==> config.mk <==
export PLATFORM = sky130hd
export DESIGN_NAME = mux_sel_serializer
export DESIGN_NICKNAME = d
export VERILOG_FILES = /design/src/rtl/mux_sel_serializer.sv
export SDC_FILE = /design/constraint.sdc
export NUM_CORES = 1
export LEC_CHECK = 0
export CORE_AREA = 2 2 48 50
export CTS_CLUSTER_DIAMETER = 200
export CTS_CLUSTER_SIZE = 14
export DETAILED_ROUTE_END_ITERATION = 12
export DIE_AREA = 0 0 50 52
export GPL_ROUTABILITY_DRIVEN = 0
export GPL_TIMING_DRIVEN = 0
export HOLD_SLACK_MARGIN = 0.08
export PLACE_DENSITY = 0.79
export RECOVER_POWER = 25
export SYNTH_ARGS = -nofsm -noshare
export SYNTH_HDL_FRONTEND = slang
export SYNTH_SLANG_ARGS = --single-unit
==> constraint.sdc <==
create_clock -name clk -period 4.2 [get_ports clk]
set_clock_uncertainty 0.15 [all_clocks]
set_input_delay 0.42 -clock clk [delete_from_list [all_inputs] [get_ports clk]]
set_output_delay 0.42 -clock clk [all_outputs]
set_load 0.02 [all_outputs]
==> src/rtl/mux_sel_serializer.sv <==
// mux_sel_serializer: double-buffered word-to-bit serializer driving an 8:1 mux select
module mux_sel_serializer #(
  parameter bit MSB_FIRST = 1'b0
) (
  input  logic       clk,
  input  logic       rst,
  input  logic [7:0] in_data,
  input  logic       in_valid,
  output logic       in_ready,
  output logic [7:0] mux_din,
  output logic [2:0] mux_s,
  output logic       bit_valid,
  input  logic       bit_ready,
  output logic       bit_last,
  output logic       busy
);
  localparam logic [2:0] START = MSB_FIRST ? 3'd7 : 3'd0;
  localparam logic [2:0] END   = MSB_FIRST ? 3'd0 : 3'd7;
  typedef enum logic {IDLE, SHIFT} state_t;
  state_t     state_q, state_d;
  logic [7:0] din_q, din_d, pend_q, pend_d;
  logic [2:0] s_q, s_d;
  logic       pend_full_q, pend_full_d;
  logic       accept, transfer, at_end;
  assign in_ready  = ~pend_full_q;
  assign bit_valid = state_q == SHIFT;
  assign at_end    = s_q == END;
  assign bit_last  = bit_valid & at_end;
  assign busy      = bit_valid | pend_full_q;
  assign mux_din   = din_q;
  assign mux_s     = s_q;
  assign accept    = in_valid & ~pend_full_q;
  assign transfer  = bit_valid & bit_ready;
  // Next state: load on idle accept or last-bit transfer, step select otherwise, park extra words in pending
  always_comb begin
    state_d     = state_q;
    din_d       = din_q;
    s_d         = s_q;
    pend_d      = pend_q;
    pend_full_d = pend_full_q;
    if (state_q == IDLE) begin
      if (accept) begin
        din_d   = in_data;
        s_d     = START;
        state_d = SHIFT;
      end
    end else if (transfer && at_end) begin
      if (pend_full_q) begin
        din_d       = pend_q;
        s_d         = START;
        pend_full_d = 1'b0;
      end else if (accept) begin
        din_d = in_data;
        s_d   = START;
      end else begin
        state_d = IDLE;
      end
    end else begin
      if (transfer) s_d = MSB_FIRST ? s_q - 3'd1 : s_q + 3'd1;
      if (accept) begin
        pend_d      = in_data;
        pend_full_d = 1'b1;
      end
    end
  end
  // State registers; reset discards any words in flight
  always_ff @(posedge clk or posedge rst) begin
    if (rst) begin
      state_q     <= IDLE;
      din_q       <= 8'd0;
      s_q         <= START;
      pend_q      <= 8'd0;
      pend_full_q <= 1'b0;
    end else begin
      state_q     <= state_d;
      din_q       <= din_d;
      s_q         <= s_d;
      pend_q      <= pend_d;
      pend_full_q <= pend_full_d;
    end
  end
endmodule

==> impl_summary.md, run 1 <==
Status
The run finished with clean final reports.

GRT
The initial antenna violation count came to 0. The global routing usage on met1 is 0.242. The peak-usage layer in the global routing report is met2. The overall overflow remaining after global route is 0. Entering global routing, the biggest net connects 22 pins.

The global-route usage over all layers is 0.176. The first global-routing pass estimated about 3500 µm of wire. For met2 alone, demand over resource in global routing was 0.303. The via count of the first global-routing pass was around 770. For this run, global-route usage on met3 was measured as 0.0316.

STA
At the pin with the least slew margin, the transition time is about 0.78 ns. Setup repair after global routing left no endpoint under its margin. Counting I/O delays and the setup requirement, the final critical path takes approximately 2.6 ns. The final cycle utilization of the critical path is 0.609. After routing, the total negative slack on setup checks comes to 0 ns. The hold violation count in the final report is 0. The final-report setup violation count is 0. The worst pin sits at a relative slew slack of 0.477. The number of max-slew violations in the final report is 0. Based on the critical path, the design can be clocked at up to just under 0.4 GHz.

Floorplan
The die covers ~2600 µm². From left edge to right edge, the die measures 50 µm. The initial utilization of the core area, before any placement, comes to 0.469.

After floorplanning, the core was sized to cover between 2000 and 2500 µm². Row generation in the floorplan step produced 17 rows. Measured along the y axis, the die boundary spans around 52 µm. The number of ports placed on the die boundary is 27.

Clocking
The number of buffers created by CTS is 3. The clock insertion delay at the later pin of the skew report is around 0.29 ns. The level count of the clock H-tree is 1. The post-CTS resize count is 0. The number of setup buffers added after CTS is 0. After clock tree synthesis, the clock-pin slew on the worst setup and hold paths is 0.12 ns.

The number of buffers inserted by hold repair at cts is 0. Counting along the longest clock path gives a buffer depth of 2. The number of clock sinks is 21.

TritonCTS built the clock tree. CTS placed an instance of sky130_fd_sc_hd__clkbuf_4 at the clock tree root.

Logic synthesis
Each instance of the synthesized netlist takes up on average ~13 µm². The cell count after synthesis came out at slightly below 80. Yosys mapped a number of flops with a built-in enable equal to 0. Among all flip-flop cells after synthesis, the most frequent one is sky130_fd_sc_hd__dfrtp_1. The count of state elements after synthesis is 21. In the post-synthesis netlist, the cell with the most instances is sky130_fd_sc_hd__dfrtp_1. Summed over all instances, the cell type with the most area after synthesis is sky130_fd_sc_hd__dfrtp_1.

Counting instances in the post-synthesis netlist gives the leading cell types as sky130_fd_sc_hd__dfrtp_1 (21), sky130_fd_sc_hd__mux2_2 (8), sky130_fd_sc_hd__o22ai_1 (8), sky130_fd_sc_hd__a2bb2oi_1 (7), sky130_fd_sc_hd__inv_1 (6). The total of warnings raised by yosys is 0. The post-synthesis cell type count is 26. When the netlist entered floorplanning its net count stood at 92. By area the synthesized netlist is led by sky130_fd_sc_hd__dfrtp_1 (53%), sky130_fd_sc_hd__mux2_2 (9.1%), sky130_fd_sc_hd__a2bb2oi_1 (6.2%), sky130_fd_sc_hd__o22ai_1 (5.1%), sky130_fd_sc_hd__ha_1 (2.5%). For this run, asynchronously set or reset flops after synthesis account for 1.00. The share of synthesized area in the top cell type comes to 0.532. The share of synthesized area occupied by flip-flops and latches is 0.532. In this run the cell area of the synthesized design comes to 987 µm².

Finish
The post-route cell area is about 1300 µm². Of the cells placed in the final design, the portion with a size suffix greater than 1 is 0.196. The core occupancy in the finished layout is 0.617.

The antenna diode count is 0. Compared with the post-synthesis result, the final layout area differs by 31.7%. Fill cells in the final layout number 170. The final instance count without filler cells is approximately 140. The final net count is approximately 120.

Worst setup path
The worst setup path is of the flip-flop to output port kind. The worst setup path is launched from a flip-flop. The slowest cell on the critical path is sky130_fd_sc_hd__clkdlybuf4s50_1. In this run the worst path has a maximum fanout of 6.

The endpoint class of the critical path is an output port. The delay contributed by the slowest stage of the critical path is 0.60 ns. The required time at the endpoint of the critical path is roughly 3.6 ns. At the worst endpoint, the arrival time is a little under 2 ns. In this design, the critical path's most frequently occurring cell is sky130_fd_sc_hd__ha_1.

Traced cell by cell, the critical path runs through ha_1, ha_1, inv_1, nor2_1, clkdlybuf4s50_1.

Drt
The count of nets left with antenna violations once routing finished came out at 0. The average wire length per cell after detail routing is ~15 µm. The ratio of routed vias to standard cells is ~5.6. The post-detailed-routing wire length is 2040 µm. For this block, the via count after detailed routing is around 750. For this run, the detailed router's first-pass iteration total came to 4. The detailed-route DRC error count is 0. The DRC violation total after the first TritonRoute iteration is 20.

Min path
The worst hold path belongs to the class input pin to flip-flop.

Placement
After legalization and detailed placement, the total HPWL measured between 1500 and 2000 µm. During placement, the flow inserted port buffers numbering 25. The placed instance area is between 1000 and 1500 µm². The number of placed instances, taps included, is 131.

Power and ir drop
The total power is 0.844 mW. The cell leakage power is 0.547 nW. Across the VDD grid, the largest voltage drop is 0.363 mV. The power density over the cells is approximately 650 nW/µm².

Flow run
The number of violations of the max-capacitance limit is 0.
per-stage QoR:
stage | setup slack [ns] | hold WS [ns]
after floorplan | 2.22 | 0.247
after global placement | 2.00 | 0.340
after detailed placement | 1.96 | 0.352
after CTS | 1.63 | 0.303
after global routing | 1.46 | 0.335
final | 1.64 | 0.310
layout make-up:
| class | instances | area [µm²] | area share |
|---|---|---|---|
| repair buffers | 25 | 250 | 0.192 |
| flip-flops and latches | 21 | 526 | 0.404 |
| plain buffers | 4 | 28.8 | 0.0221 |
| multi-input cells | 47 | 410 | 0.316 |
| clock buffers | 3 | 22.5 | 0.0173 |
| inverters | 6 | 22.5 | 0.0173 |
| clock inverters | 1 | 5.00 | 0.00385 |
| well taps | 28 | 35.0 | 0.0269 |
cell usage in the layout (no fill, tap or decap), types with 2 or more instances in the layout:
cell,instances
sky130_fd_sc_hd__a2bb2oi_1,7
sky130_fd_sc_hd__a31oi_1,2
sky130_fd_sc_hd__buf_2,2
sky130_fd_sc_hd__clkbuf_4,3
sky130_fd_sc_hd__clkdlybuf4s50_1,24
sky130_fd_sc_hd__dfrtp_1,21
sky130_fd_sc_hd__ha_1,2
sky130_fd_sc_hd__inv_1,6
sky130_fd_sc_hd__mux2_2,8
sky130_fd_sc_hd__nand2_1,2
sky130_fd_sc_hd__nand2b_1,2
sky130_fd_sc_hd__o211ai_1,2
sky130_fd_sc_hd__o21ai_0,2
sky130_fd_sc_hd__o22ai_1,8
power by group:
| group | internal (mW) | switching (mW) |
|---|---|---|
| registers | 0.293 | 0.0571 |
| clock network | 0.0353 | 0.0577 |
| logic | 0.217 | 0.184 |
worst paths after layout:
check                                     start                 endpoint  slack [ns]  cells after the start
setup / recovery           mux_s[1]$_DFFE_PP0P_                 bit_last        1.64                      5
hold / removal                        bit_ready  pend_full_q$_DFFE_PP0P_        0.31                      2
setup reg to reg           mux_s[0]$_DFFE_PP0P_    pend_q[1]$_DFFE_PP0P_        2.11                      4
hold reg to reg            mux_s[0]$_DFFE_PP0P_     mux_s[0]$_DFFE_PP0P_        0.37                      1
max in group asynchronous                   rst     mux_s[1]$_DFFE_PP0P_        2.86                      2
min in group asynchronous                   rst   mux_din[2]$_DFFE_PP0P_        0.55                      2
per-layer routing:
layer  wire (µm)  vias to the layer above
li1            -                      351
met1         875                      378
met2        1060                       23
met3         105                        0
met4           0                        0
met5           0                        -
sequential cells by signal, indices dropped and copies added, names as in the netlist:
| register | flops |
|---|---|
| mux_din | 8 |
| pend_q | 8 |
| mux_s | 3 |
| bit_valid | 1 |
| pend_full_q | 1 |
worst max-delay path: cells and delay by family, from the launching register on:
family,cells,cell delay (ns)
DFF,1,0.41
and+or+nand+nor,1,0.09
buffers and inverters,2,0.72
adders and majority gates,2,0.48
logic make-up after synthesis:
kind of cell	count (synthesis)	share of synthesized area
flip-flops	21	0.532
multiplexers	8	0.0913
AO/OA/AOI/OAI	27	0.238
adder cells (fa/ha/maj)	2	0.0253
AND/OR/NAND/NOR	10	0.0608
buffers and inverters	10	0.0520
Power figures use the tool's default switching activity.
==> inputs of run 2 (changes only) <==
--- a/config.mk
+++ b/config.mk
@@ -5,15 +5,15 @@
 export SDC_FILE = /design/constraint.sdc
 export NUM_CORES = 1
 export LEC_CHECK = 0
-export CORE_AREA = 2 2 48 50
+export CORE_AREA = 2 2 50 52
 export CTS_CLUSTER_DIAMETER = 200
 export CTS_CLUSTER_SIZE = 14
 export DETAILED_ROUTE_END_ITERATION = 12
-export DIE_AREA = 0 0 50 52
+export DIE_AREA = 0 0 52 54
 export GPL_ROUTABILITY_DRIVEN = 0
 export GPL_TIMING_DRIVEN = 0
 export HOLD_SLACK_MARGIN = 0.08
-export PLACE_DENSITY = 0.79
+export PLACE_DENSITY = 0.74
 export RECOVER_POWER = 25
 export SYNTH_ARGS = -nofsm -noshare
 export SYNTH_HDL_FRONTEND = slang
==> constraint.sdc (replaced) <==
create_clock -name clk -period 2.65 [get_ports clk]
set_clock_uncertainty 0.15 [all_clocks]
set_input_delay 0.265 -clock clk [delete_from_list [all_inputs] [get_ports clk]]
set_output_delay 0.265 -clock clk [all_outputs]
set_load 0.02 [all_outputs]
==> run 2 against run 1 <==
Count of clock-buffer cells in the layout rose by 1. Highest routed layer unchanged. Final area barely moved. Largest power group unchanged. Critical path type unchanged. Global-route usage fell by 0.38 points.
==> impl_summary.md, run 2 (synthesis results as in run 1) <==
Power and ir drop
The relative contribution of the clock network to total power was 0.111 (about the same). The combinational cell fraction of total power is 0.473 (-0.002). The reported net switching power is 0.470 mW (+57%).

The power density over the cells is 1030 nW/µm² (+58%). The maximum vdd drop was 0.561 mV (+54%). The cell leakage power is 0.544 nW (-0.50%). The sequential cell fraction of total power is 0.416 (about the same). The net switching fraction of the power is 0.352 (-0.00215). The internal power consumption is 0.867 mW (+59%).

STA
The sum of negative setup slack came to 0 ns (unchanged). The hold violation count in the final report is 0 (unchanged). For this run, the top clock speed supported by timing is around 0.41 GHz. Dividing the final minimum period by the clock period gives 0.915. The number of max-slew violations in the final report is 0 (unchanged). The final-report setup violation count is 0 (unchanged).

The normalized max-slew margin is 0.489 (+0.0123). Setup repair after global routing left no endpoint under its margin. The actual transition at the worst max-transition pin came to 0.765 ns (-0.0184 ns). The worst path needs 2.42 ns of the cycle, external delays included.

Worst setup path
The required time at the endpoint of the critical path is 2.24 ns (-1.39 ns). The setup path with the least slack is of type flip-flop to output port. The endpoint class of the critical path is an output port. The worst setup path is launched from a flip-flop.

The endpoint arrival time on the critical path was 2.01 ns (+0.02 ns). The critical-path maximum fanout is 6 (unchanged).

Status
The flow ran to the end, and the final reports show no timing, DRC or antenna violations.

Drt
The number of nets with antenna violations after detailed routing is 0 (unchanged). The DRC violation total after the first TritonRoute iteration was 7 (-65%). The average wire length per cell after detail routing is 14.8 µm (-1.6%). The detailed-route DRC error count came to 0 (unchanged). The detailed-router iteration count before antenna repair was 4 (unchanged). The post-detailed-routing wire length is 2030 µm (-0.15%). The ratio of routed vias to standard cells is 5.35 (-3.9%). The number of vias in the routed layout was 733 (-2.5%).

GRT
The wire length of the first global-routing pass is 3540 µm (+0.97%). The via count of the first global-routing pass is 756 (-1.2%). The overall overflow remaining after global route is 0 (unchanged).

The largest net degree at the start of global routing is 22 (unchanged). The global-route usage over all layers came to 0.172 (-0.00376). The initial antenna violation count was 0 (unchanged).

Floorplan
The width of the die is 52 µm (+4.0%). The area of the core is 2320 µm² (+10%). The height of the die is 54 µm (+3.8%). The number of ports placed on the die boundary came to 27 (unchanged). The starting utilization of the core area is 0.426 (-0.0432).

The number of placement rows was 18 (+1). The area enclosed by the die boundary is 2810 µm² (+8.0%).

Finish
The core occupancy in the finished layout is 0.561 (-0.0564). The total of fill cells in the finished design came to 208 (+22%). The final net count is 122 (unchanged). The fraction of layout instances using a drive strength above 1 is 0.187 (-0.00935). The top cell types in the final layout, fill and taps aside, are sky130_fd_sc_hd__clkdlybuf4s50_1 (24), sky130_fd_sc_hd__dfrtp_1 (21), sky130_fd_sc_hd__mux2_2 (8), sky130_fd_sc_hd__o22ai_1 (8), sky130_fd_sc_hd__a2bb2oi_1 (7). The leading cell type in the layout, fill and taps excluded is sky130_fd_sc_hd__clkdlybuf4s50_1. The area added between synthesis and finish is 31.8% (about the same). The antenna diode count came to 0 (unchanged). The final instance count without filler cells came to 137 (+1.5%).

Clocking
The number of buffers created by CTS was 3 (unchanged). The number of clock sinks was 21 (unchanged). TritonCTS built the clock tree.

The number of buffers inserted by hold repair at cts is 0 (unchanged). The cell at the root of the clock tree is sky130_fd_sc_hd__clkbuf_4. The level count of the clock H-tree is 1 (unchanged). The post-CTS resize count is 0 (unchanged). The maximum count of clock buffers along a single path is 2 (unchanged). The clock transition at the register clock pins on the worst setup and hold paths after CTS is 0.11 ns (about the same).

The clock insertion delay at the later pin of the skew report came to 0.29 ns (about the same). The post-CTS setup repair buffer count is 0 (unchanged).

Flow run
The number of violations of the max-capacitance limit is 0 (unchanged).

Min path
The kind of path behind the tightest hold check is input pin to flip-flop.

Placement
The placed wire-length estimate after detailed placement is 1440 µm (-4.4%). The placed cell count was 133 (+1.5%). The quantity of I/O buffers inserted on ports is 25 (unchanged).
==> run 2: cell count changes in the layout (fill, tap and decap cells not counted) <==
| cell | before | now |
|---|---|---|
| sky130_fd_sc_hd__clkinv_2 | 1 | 0 |
| sky130_fd_sc_hd__clkbuf_1 | 0 | 1 |
==> run 2: worst max-delay path, cell delays in order (launching register included) <==
cell and delay, ns:
sky130_fd_sc_hd__dfrtp_1 0.41, sky130_fd_sc_hd__ha_1 0.17, sky130_fd_sc_hd__ha_1 0.30, sky130_fd_sc_hd__inv_1 0.12, sky130_fd_sc_hd__nor2_1 0.10, sky130_fd_sc_hd__clkdlybuf4s50_1 0.60
==> run 2: area by class of cell <==
cell class | count | area [µm²] | share of cell area
clock buffer | 4 | 26.3 | 0.0202
inverter | 6 | 22.5 | 0.0173
sequential | 21 | 526 | 0.404
buffer | 4 | 28.8 | 0.0221
tap | 30 | 37.5 | 0.0288
timing repair buffer | 25 | 250 | 0.192
multi-input combinational | 47 | 410 | 0.315
==> run 2: path summary, 6_finish.rpt <==
check / to / cells past startpoint / from / slack (ns)
setup / recovery: bit_last / 5 / mux_s[0]$_DFFE_PP0P_ / 0.23
hold / removal: pend_full_q$_DFFE_PP0P_ / 2 / bit_ready / 0.17
setup reg to reg: pend_q[7]$_DFFE_PP0P_ / 4 / mux_s[0]$_DFFE_PP0P_ / 0.57
hold reg to reg: mux_din[5]$_DFFE_PP0P_ / 1 / mux_din[5]$_DFFE_PP0P_ / 0.37
max in group asynchronous: mux_din[1]$_DFFE_PP0P_ / 2 / rst / 1.49
min in group asynchronous: pend_q[1]$_DFFE_PP0P_ / 2 / rst / 0.39
==> run 2: layer usage <==
layer | share of wire | global-route usage | vias to the layer above | wire length [µm]
li1 | - | - | 351 | -
met4 | 0 | 0.0395 | 0 | 0
met2 | 0.45 | 0.287 | 26 | 923
met3 | 0.059 | 0.0250 | 0 | 120
met5 | 0 | 0 | - | 0
met1 | 0.49 | 0.238 | 356 | 990
==> run 2: power by group through the flow <==
stage | sequential, mW | clock [mW] | combinational (mW)
2_1_floorplan | 0.648 | 0 | 0.289
3_3_place_gp | 0.553 | 0 | 0.624
3_5_place_dp | 0.559 | 0 | 0.641
4_1_cts | 0.557 | 0.152 | 0.640
5_1_grt | 0.578 | 0.168 | 0.684
6_report | 0.557 | 0.148 | 0.633
==> run 2: stage by stage <==
stage / cell area, µm² / power [mW] / setup slack, ns / hold slack (ns)
after floorplan: 987 / 0.937 / 0.672 / 0.0915
after global placement: 1270 / 1.18 / 0.585 / 0.340
after detailed placement: 1270 / 1.20 / 0.558 / 0.339
after CTS: 1300 / 1.35 / 0.217 / 0.161
after global routing: 1300 / 1.43 / 0.0564 / 0.155
final: 1300 / 1.34 / 0.226 / 0.172
